===== config.mk =====
export PLATFORM = sky130hd
export DESIGN_NAME = uart_rx_word
export DESIGN_NICKNAME = d
export VERILOG_FILES = /design/src/rtl/uart_pkg.sv /design/src/rtl/uart_rx_sampler.sv /design/src/rtl/uart_rx_word.sv
export SDC_FILE = /design/constraint.sdc
export NUM_CORES = 1
export LEC_CHECK = 0
export CAP_MARGIN = 20
export CORE_MARGIN = 5
export CORE_UTILIZATION = 40
export CTS_CLUSTER_DIAMETER = 200
export DETAILED_ROUTE_END_ITERATION = 7
export SLEW_MARGIN = 20
export SYNTH_ARGS = -nofsm -noshare
export SYNTH_HDL_FRONTEND = slang
export SYNTH_SLANG_ARGS = --single-unit
export TNS_END_PERCENT = 1

===== constraint.sdc =====
create_clock -name sys_clk -period 3.6 [get_ports sys_clk]
set_clock_uncertainty 0.05 [all_clocks]
set_input_delay 0.54 -clock sys_clk [delete_from_list [all_inputs] [get_ports sys_clk]]
set_output_delay 0.54 -clock sys_clk [all_outputs]
set_load 0.02 [all_outputs]

===== src/rtl/uart_pkg.sv =====
// Shared definitions for the word-assembling UART receiver.
package uart_pkg;

  localparam int unsigned PAR_NONE = 0;
  localparam int unsigned PAR_EVEN = 1;
  localparam int unsigned PAR_ODD  = 2;

  // Bit periods shorter than this leave no room for the three-sample vote.
  localparam int unsigned MIN_BPS_CNT = 16;

  typedef enum logic [2:0] {
    StIdle,
    StStart,
    StData,
    StParity,
    StStop,
    StWaitIdle
  } rx_state_t;

  // Ceiling log2, never less than 1 so it can size a register directly.
  function automatic int unsigned clog2(input int unsigned value);
    int unsigned result;
    result = 1;
    for (int i = 1; i < 32; i++) begin
      if ((32'd1 << i) < value) result = i + 1;
    end
    return result;
  endfunction

  // System clocks per serial bit.
  function automatic int unsigned calc_bps_cnt(input int unsigned clk_freq,
                                               input int unsigned uart_bps);
    return clk_freq / uart_bps;
  endfunction

endpackage


===== src/rtl/uart_rx_sampler.sv =====
// Synchronises the RX pin, detects start edges and majority-votes each bit.
module uart_rx_sampler
  import uart_pkg::*;
#(
  parameter int unsigned BPS_CNT = 5208
) (
  input  logic sys_clk,
  input  logic sys_rst,
  input  logic uart_rxd,
  input  logic i_idle,
  output logic o_start_edge,
  output logic o_bit_val,
  output logic o_bit_strobe,
  output logic o_rxd_sync
);

  localparam int unsigned CntW = clog2(BPS_CNT);
  localparam int unsigned Mid  = BPS_CNT / 2;

  logic            r_meta;
  logic            r_sync;
  logic            r_prev;
  logic [CntW-1:0] r_cnt;
  logic            r_smp0;
  logic            r_smp1;

  // Two-flop synchroniser plus one delay stage for edge detection; idle-high on reset.
  always_ff @(posedge sys_clk or posedge sys_rst) begin
    if (sys_rst) begin
      r_meta <= 1'b1;
      r_sync <= 1'b1;
      r_prev <= 1'b1;
    end else begin
      r_meta <= uart_rxd;
      r_sync <= r_meta;
      r_prev <= r_sync;
    end
  end

  // Bit-phase counter: parked at 0 while idle so a frame starts in phase with its edge.
  always_ff @(posedge sys_clk or posedge sys_rst) begin
    if (sys_rst) begin
      r_cnt <= '0;
    end else if (i_idle || (r_cnt == CntW'(BPS_CNT - 1))) begin
      r_cnt <= '0;
    end else begin
      r_cnt <= r_cnt + 1'b1;
    end
  end

  // Capture the first two of the three mid-bit samples.
  always_ff @(posedge sys_clk or posedge sys_rst) begin
    if (sys_rst) begin
      r_smp0 <= 1'b1;
      r_smp1 <= 1'b1;
    end else begin
      if (r_cnt == CntW'(Mid - 1)) r_smp0 <= r_sync;
      if (r_cnt == CntW'(Mid))     r_smp1 <= r_sync;
    end
  end

  assign o_start_edge = i_idle & r_prev & ~r_sync;
  assign o_bit_strobe = ~i_idle & (r_cnt == CntW'(Mid + 1));
  assign o_bit_val    = (r_smp0 & r_smp1) | (r_smp0 & r_sync) | (r_smp1 & r_sync);
  assign o_rxd_sync   = r_sync;

endmodule


===== src/rtl/uart_rx_word.sv =====
// UART receiver that packs BYTES_PER_WORD characters into one handshaked word.
module uart_rx_word
  import uart_pkg::*;
#(
  parameter int unsigned CLK_FREQ       = 50000000,
  parameter int unsigned UART_BPS       = 9600,
  parameter int unsigned DATA_BITS      = 8,
  parameter int unsigned PARITY_MODE    = 0,
  parameter int unsigned STOP_BITS      = 1,
  parameter int unsigned BYTES_PER_WORD = 2,
  parameter int unsigned TIMEOUT_BITS   = 16
) (
  input  logic                                sys_clk,
  input  logic                                sys_rst,
  input  logic                                uart_rxd,
  output logic [DATA_BITS*BYTES_PER_WORD-1:0] word_data,
  output logic                                word_valid,
  input  logic                                word_ready,
  output logic                                rx_busy,
  output logic                                frame_err,
  output logic                                parity_err,
  output logic                                overrun,
  output logic                                timeout_err
);

  localparam int unsigned BPS_CNT = calc_bps_cnt(CLK_FREQ, UART_BPS);
  localparam int unsigned WW      = DATA_BITS * BYTES_PER_WORD;
  localparam int unsigned CntW    = clog2(BPS_CNT);
  localparam int unsigned TmoW    = clog2(TIMEOUT_BITS + 1);

  logic w_start_edge, w_bit_val, w_bit_strobe, w_rxd_sync;
  logic w_par_exp, w_frm, w_par;

  rx_state_t            r_state, w_state;
  logic [3:0]           r_bit_idx, w_bit_idx;
  logic [DATA_BITS-1:0] r_shift, w_shift;
  logic                 r_par_bit, w_par_bit;
  logic                 r_stop_bad, w_stop_bad;
  logic [2:0]           r_byte_idx, w_byte_idx;
  logic [WW-1:0]        r_asm, w_asm;
  logic [WW-1:0]        r_word, w_word;
  logic                 r_valid, w_valid;
  logic [CntW-1:0]      r_idle_cyc, w_idle_cyc;
  logic [TmoW-1:0]      r_tmo_bits, w_tmo_bits;
  logic                 r_frame_err, w_frame_err;
  logic                 r_parity_err, w_parity_err;
  logic                 r_overrun, w_overrun;
  logic                 r_timeout, w_timeout;

  uart_rx_sampler #(
    .BPS_CNT (BPS_CNT)
  ) u_sampler (
    .sys_clk      (sys_clk),
    .sys_rst      (sys_rst),
    .uart_rxd     (uart_rxd),
    .i_idle       (r_state == StIdle),
    .o_start_edge (w_start_edge),
    .o_bit_val    (w_bit_val),
    .o_bit_strobe (w_bit_strobe),
    .o_rxd_sync   (w_rxd_sync)
  );

  assign w_par_exp = (^r_shift) ^ (PARITY_MODE == PAR_ODD);

  // Frame sequencing, word assembly, handshake and idle timeout.
  always_comb begin
    w_state      = r_state;
    w_bit_idx    = r_bit_idx;
    w_shift      = r_shift;
    w_par_bit    = r_par_bit;
    w_stop_bad   = r_stop_bad;
    w_byte_idx   = r_byte_idx;
    w_asm        = r_asm;
    w_word       = r_word;
    w_valid      = r_valid;
    w_idle_cyc   = r_idle_cyc;
    w_tmo_bits   = r_tmo_bits;
    w_frame_err  = 1'b0;
    w_parity_err = 1'b0;
    w_overrun    = 1'b0;
    w_timeout    = 1'b0;
    w_frm        = 1'b0;
    w_par        = 1'b0;

    if (r_valid && word_ready) w_valid = 1'b0;

    case (r_state)
      StIdle: begin
        if (w_start_edge) begin
          w_state    = StStart;
          w_idle_cyc = '0;
          w_tmo_bits = '0;
        end else if (r_byte_idx != 3'd0) begin
          if (r_idle_cyc == CntW'(BPS_CNT - 1)) begin
            w_idle_cyc = '0;
            if (r_tmo_bits == TmoW'(TIMEOUT_BITS - 1)) begin
              w_tmo_bits = '0;
              w_byte_idx = 3'd0;
              w_timeout  = 1'b1;
            end else begin
              w_tmo_bits = r_tmo_bits + 1'b1;
            end
          end else begin
            w_idle_cyc = r_idle_cyc + 1'b1;
          end
        end else begin
          w_idle_cyc = '0;
          w_tmo_bits = '0;
        end
      end
      StStart: begin
        if (w_bit_strobe) begin
          w_bit_idx = 4'd0;
          w_state   = w_bit_val ? StIdle : StData;
        end
      end
      StData: begin
        if (w_bit_strobe) begin
          w_shift = {w_bit_val, r_shift[DATA_BITS-1:1]};
          if (r_bit_idx == 4'(DATA_BITS - 1)) begin
            w_bit_idx  = 4'd0;
            w_stop_bad = 1'b0;
            w_state    = (PARITY_MODE != PAR_NONE) ? StParity : StStop;
          end else begin
            w_bit_idx = r_bit_idx + 1'b1;
          end
        end
      end
      StParity: begin
        if (w_bit_strobe) begin
          w_par_bit = w_bit_val;
          w_state   = StStop;
        end
      end
      StStop: begin
        if (w_bit_strobe) begin
          w_stop_bad = r_stop_bad | ~w_bit_val;
          if (r_bit_idx == 4'(STOP_BITS - 1)) begin
            w_bit_idx = 4'd0;
            w_frm     = r_stop_bad | ~w_bit_val;
            w_par     = (PARITY_MODE != PAR_NONE) && (r_par_bit != w_par_exp);
            if (w_frm || w_par) begin
              w_frame_err  = w_frm;
              w_parity_err = w_par;
              w_byte_idx   = 3'd0;
              w_idle_cyc   = '0;
              w_state      = w_frm ? StWaitIdle : StIdle;
            end else begin
              for (int i = 0; i < BYTES_PER_WORD; i++) begin
                if (r_byte_idx == 3'(i)) w_asm[i*DATA_BITS +: DATA_BITS] = r_shift;
              end
              if (r_byte_idx == 3'(BYTES_PER_WORD - 1)) begin
                w_byte_idx = 3'd0;
                // Held word wins unless the consumer takes it in this very cycle.
                if (r_valid && !word_ready) begin
                  w_overrun = 1'b1;
                end else begin
                  w_word  = w_asm;
                  w_valid = 1'b1;
                end
              end else begin
                w_byte_idx = r_byte_idx + 1'b1;
              end
              w_state = StIdle;
            end
          end else begin
            w_bit_idx = r_bit_idx + 1'b1;
          end
        end
      end
      StWaitIdle: begin
        // A break keeps us here until the line has been high for a whole bit.
        if (!w_rxd_sync) begin
          w_idle_cyc = '0;
        end else if (r_idle_cyc == CntW'(BPS_CNT - 1)) begin
          w_idle_cyc = '0;
          w_state    = StIdle;
        end else begin
          w_idle_cyc = r_idle_cyc + 1'b1;
        end
      end
      default: w_state = StIdle;
    endcase
  end

  // State and datapath registers.
  always_ff @(posedge sys_clk or posedge sys_rst) begin
    if (sys_rst) begin
      r_state      <= StIdle;
      r_bit_idx    <= 4'd0;
      r_shift      <= '0;
      r_par_bit    <= 1'b0;
      r_stop_bad   <= 1'b0;
      r_byte_idx   <= 3'd0;
      r_asm        <= '0;
      r_word       <= '0;
      r_valid      <= 1'b0;
      r_idle_cyc   <= '0;
      r_tmo_bits   <= '0;
      r_frame_err  <= 1'b0;
      r_parity_err <= 1'b0;
      r_overrun    <= 1'b0;
      r_timeout    <= 1'b0;
    end else begin
      r_state      <= w_state;
      r_bit_idx    <= w_bit_idx;
      r_shift      <= w_shift;
      r_par_bit    <= w_par_bit;
      r_stop_bad   <= w_stop_bad;
      r_byte_idx   <= w_byte_idx;
      r_asm        <= w_asm;
      r_word       <= w_word;
      r_valid      <= w_valid;
      r_idle_cyc   <= w_idle_cyc;
      r_tmo_bits   <= w_tmo_bits;
      r_frame_err  <= w_frame_err;
      r_parity_err <= w_parity_err;
      r_overrun    <= w_overrun;
      r_timeout    <= w_timeout;
    end
  end

  assign word_data   = r_word;
  assign word_valid  = r_valid;
  assign rx_busy     = (r_state == StStart) || (r_state == StData) ||
                       (r_state == StParity) || (r_state == StStop);
  assign frame_err   = r_frame_err;
  assign parity_err  = r_parity_err;
  assign overrun     = r_overrun;
  assign timeout_err = r_timeout;

endmodule


==> summary.txt <==
Global route
  • First-pass GRT wire length: approximately 14000 microns
  • Gr ovfl total: 0
  • Initial antenna violation count: 0
  • Largest net degree at the start of global routing: 84
  • Overall routing resource usage: 13.5%
  • Vias in the first global route: approximately 2900

Synth
  • Complex-gate fraction of the synthesized area: 9.54%
  • Top FF cell, synth: dfrtp_1
  • Simple-gate share of the synthesized area: 19.3%
  • Syn. warnings: 0
  • Seq/Total Area, Yosys: 49.8%
  • Cell Area, Synth: 0.00419 sq mm
  • Post-synth ARST share: 100%
  • Largest family of logic cells by synthesized area: simple AND/OR/NAND/NOR gates
  • FF+latch count, synth: 83
  • Post-Syn Nets: roughly 390
  • XOR/XNOR share of the synthesized area: approximately 2.7%
  • Adder-Cell Fraction of Synth Area: under 10%
  • Post-synth EDFFs: 0
  • Multiplexer share of the synthesized area: 13.2%
  • Syn Inst Count: 380
  • Unique cell type count in the Yosys netlist: 63
  • Syn avg cell area: 11.0 sq um

STA
  • Final setup viols: 0
  • Final hold violations: 0
  • Final period util: 83.7%
  • Unrepaired setup endpoints after global routing: false
  • Fmax achieved: 332 MHz
  • Worst-Margin Slew: 0.848 ns
  • Worst hold slack: 0.311 ns
  • Fin crit period: 3.01 ns
  • Final setup TNS: 0 ns
  • Slew Limit Fails: 0
  • Relative slew slack: a little over two fifths

Critical path
  • Arr. time, crit path: 3.19 ns
  • Setup CP Type: reg -> reg
  • CP Max Fanout: 16
  • Crit path buf inv count: 1
  • Slowest stage delay, CP: 0.75 ns
  • Critical Path Start Type: flip-flop
  • CP Cell Sequence: inv_1 > ha_1 > and3_1 > nand4_2 > or4_4 > or3b_1 > mux2_4
  • Reg2Reg Launch Point: u_sampler.r_cnt[1]$_DFF_PP0_
  • Worst EP required: 3.78 ns
  • CP Capture Type: flip-flop
  • Worst path top cell family by delay: simple AND/OR/NAND/NOR gates
  • Critical Path Start: u_sampler.r_cnt[1]$_DFF_PP0_
  • Critical-path top delay cell: or3b_1

Placed design
  • Final GP Congestion: 0.864
  • Final HPWL DP: 5560 microns
  • IO Port Bufs: 24

Die
  • Number of I/O pins: 26
  • Core area: 0.0103 sq mm
  • Die Height: around 110 microns
  • Num rows: 37
  • Initial Util: 40.7%
  • Die area: 0.0126 sq mm
  • Die Wd: 112 microns

Pwr
  • Static leakage: 2.19 nW
  • Peak supply drop: 0.000294 V
  • Power Dens Cells: between 400 and 500 mW/mm^2

Clock network
  • Root Buffer: clkbuf_8
  • Clock Tree Buf Depth: 2
  • CTS buffer count: 9
  • Insertion delay to the later sink of the worst-skew pair: 0.35 ns
  • Hold buffer count at CTS: 0
  • H-tree depth: 3
  • Post-cts resize count: 0
  • CTS sink cnt: 83
  • Clock tree from TritonCTS: yes
  • Post-CTS Setup Inserts: 0
  • Reg clk slew, reported paths: 0.09 ns

Drt
  • WL met2: 3740 microns
  • Met3 routed WL: 287 microns
  • Via density: 5.35
  • Via count: 2941
  • Final wirelength: 8150 microns
  • M1 WL: 4030 microns
  • Wire per inst: about 15 microns
  • Top Metal Used: met4
  • DRC: 0
  • First DRT Iteration DRCs: 209
  • Antenna violation net count after detailed routing: 0
  • Drt first pass iters: 4

Hold path
  • Hold crit path type: reg -> reg
  • Hold_sp: u_sampler.r_meta$_DFF_PP1_

Flow run
  • Maxcap violations: 0

Cells and area
  • Nets@finish: 420
  • Area delta synth->final: 14.6%
  • Layout cell share with drive strength beyond 1: 20.5%
  • Diode count: 0
  • Number of fill cells in the layout: 955

Status
  • Status: finished, final reports clean
## power by group
group          switching, mW  internal, mW  leakage, nW  total (mW)
clock network          0.350         0.346       0.0995       0.696
registers             0.0852         0.993         1.12        1.08
logic                  0.376         0.233        0.964       0.609
total                  0.812          1.57         2.19        2.38
## final cells by class
| cell class | instances | area, sq um | share of cell area [%] |
|---|---|---|---|
| clock buffers | 10 | 138 | 2.87 |
| clock inverters | 6 | 71.3 | 1.49 |
| inverters | 12 | 46.3 | 0.965 |
| multi-input cells | 271 | 1980 | 41.2 |
| flip-flops and latches | 83 | 2080 | 43.4 |
| well taps | 136 | 170 | 3.55 |
| repair buffers | 32 | 313 | 6.52 |
## final timing paths
| kind | to | slack [ns] | cells past startpoint |
|---|---|---|---|
| worst max-delay path | word_data[1]$_DFFE_PP0P_ | 0.59 | 7 |
| worst min-delay path | u_sampler.o_rxd_sync$_DFF_PP1_ | 0.31 | 0 |
| worst max register to register | word_data[1]$_DFFE_PP0P_ | 0.59 | 7 |
| worst min register to register | u_sampler.o_rxd_sync$_DFF_PP1_ | 0.31 | 0 |
| max in group asynchronous | u_sampler.r_prev$_DFF_PP1_ | 2.58 | 3 |
| min in group asynchronous | word_data[8]$_DFFE_PP0P_ | 0.54 | 3 |
## placed cells by master, fill, tap and decap left out, drive strengths merged, types with 3 or more instances in the layout
cell type,instances
nor2,27
nand2,27
nor2b,6
clkdlybuf4s50,24
o31ai,4
a21oi,4
nand4,6
clkbuf,10
xnor2,7
nand4b,3
mux2,44
a221o,3
and3,10
nor3,15
dfrtp,78
dfstp,5
nor4,8
inv,13
buf,8
xor2,6
o21ai,16
and2,5
a31oi,7
ha,7
or3,4
nand3,15
a21o,5
nand2b,5
## registers in the layout, summed over array words and instances, names as in the netlist
signal and cells:
word_valid 1, frame_err 1, overrun 1, r_asm 8
u_sampler.r_meta 1, u_sampler.r_prev 1, r_shift 8, timeout_err 1
u_sampler.r_cnt 13, r_byte_idx 3, r_state 3, u_sampler.r_smp0 1
r_bit_idx 4, r_idle_cyc 13, u_sampler.o_rxd_sync 1, word_data 16
r_tmo_bits 5, u_sampler.r_smp1 1, r_stop_bad 1
## cells by family (layout without fill, tap and decap cells)
family,after synthesis,after routing
AOI/OAI and AO/OA,58,58
DFF,83,83
adders and majority gates,8,8
and+or+nand+nor,145,145
muxes,46,46
other,1,1
xor gates and xnor gates,13,13
buffers and inverters,26,60
## metrics by stage
step	instances	util, %	cell area [sq um]	setup WS [ns]	power [mW]
6_report	550	46.7	4800	0.588	2.38
3_5_place_dp	534	44.6	4590	0.589	1.70
5_1_grt	550	46.7	4800	0.431	2.53
4_1_cts	550	46.7	4800	0.595	2.41
3_3_place_gp	534	44.6	4590	0.662	1.69
2_1_floorplan	380	-	4190	0.881	1.51
## routing by layer
metal / GRT usage, % / vias to the layer above
met5: 0 / -
li1: - / 1443
met3: 2.59 / 7
met1: 18.7 / 1440
met2: 21.2 / 51
met4: 4.89 / 0
## synth_stat cells, types with 4 or more instances
master,count,area share (%)
a21o_1,5,0.90
nand4_1,5,0.75
and2_1,5,0.75
and3_1,8,1.2
nor4_1,7,1.0
inv_1,12,1.1
nand2_1,27,2.4
nand3_1,15,1.8
xnor2_1,7,1.5
nor2_1,27,2.4
clkbuf_1,10,0.90
xor2_1,6,1.3
nand2b_1,5,0.75
nor3_1,14,1.7
a31oi_1,7,1.0
nor2b_1,6,0.90
ha_1,7,2.1
mux2_2,34,9.1
or3_1,4,0.60
o31ai_1,4,0.72
dfrtp_1,78,47
mux2_4,10,3.6
o21ai_0,16,1.9
a21oi_1,4,0.48
dfstp_2,5,3.1
Power figures use the tool's default switching activity.
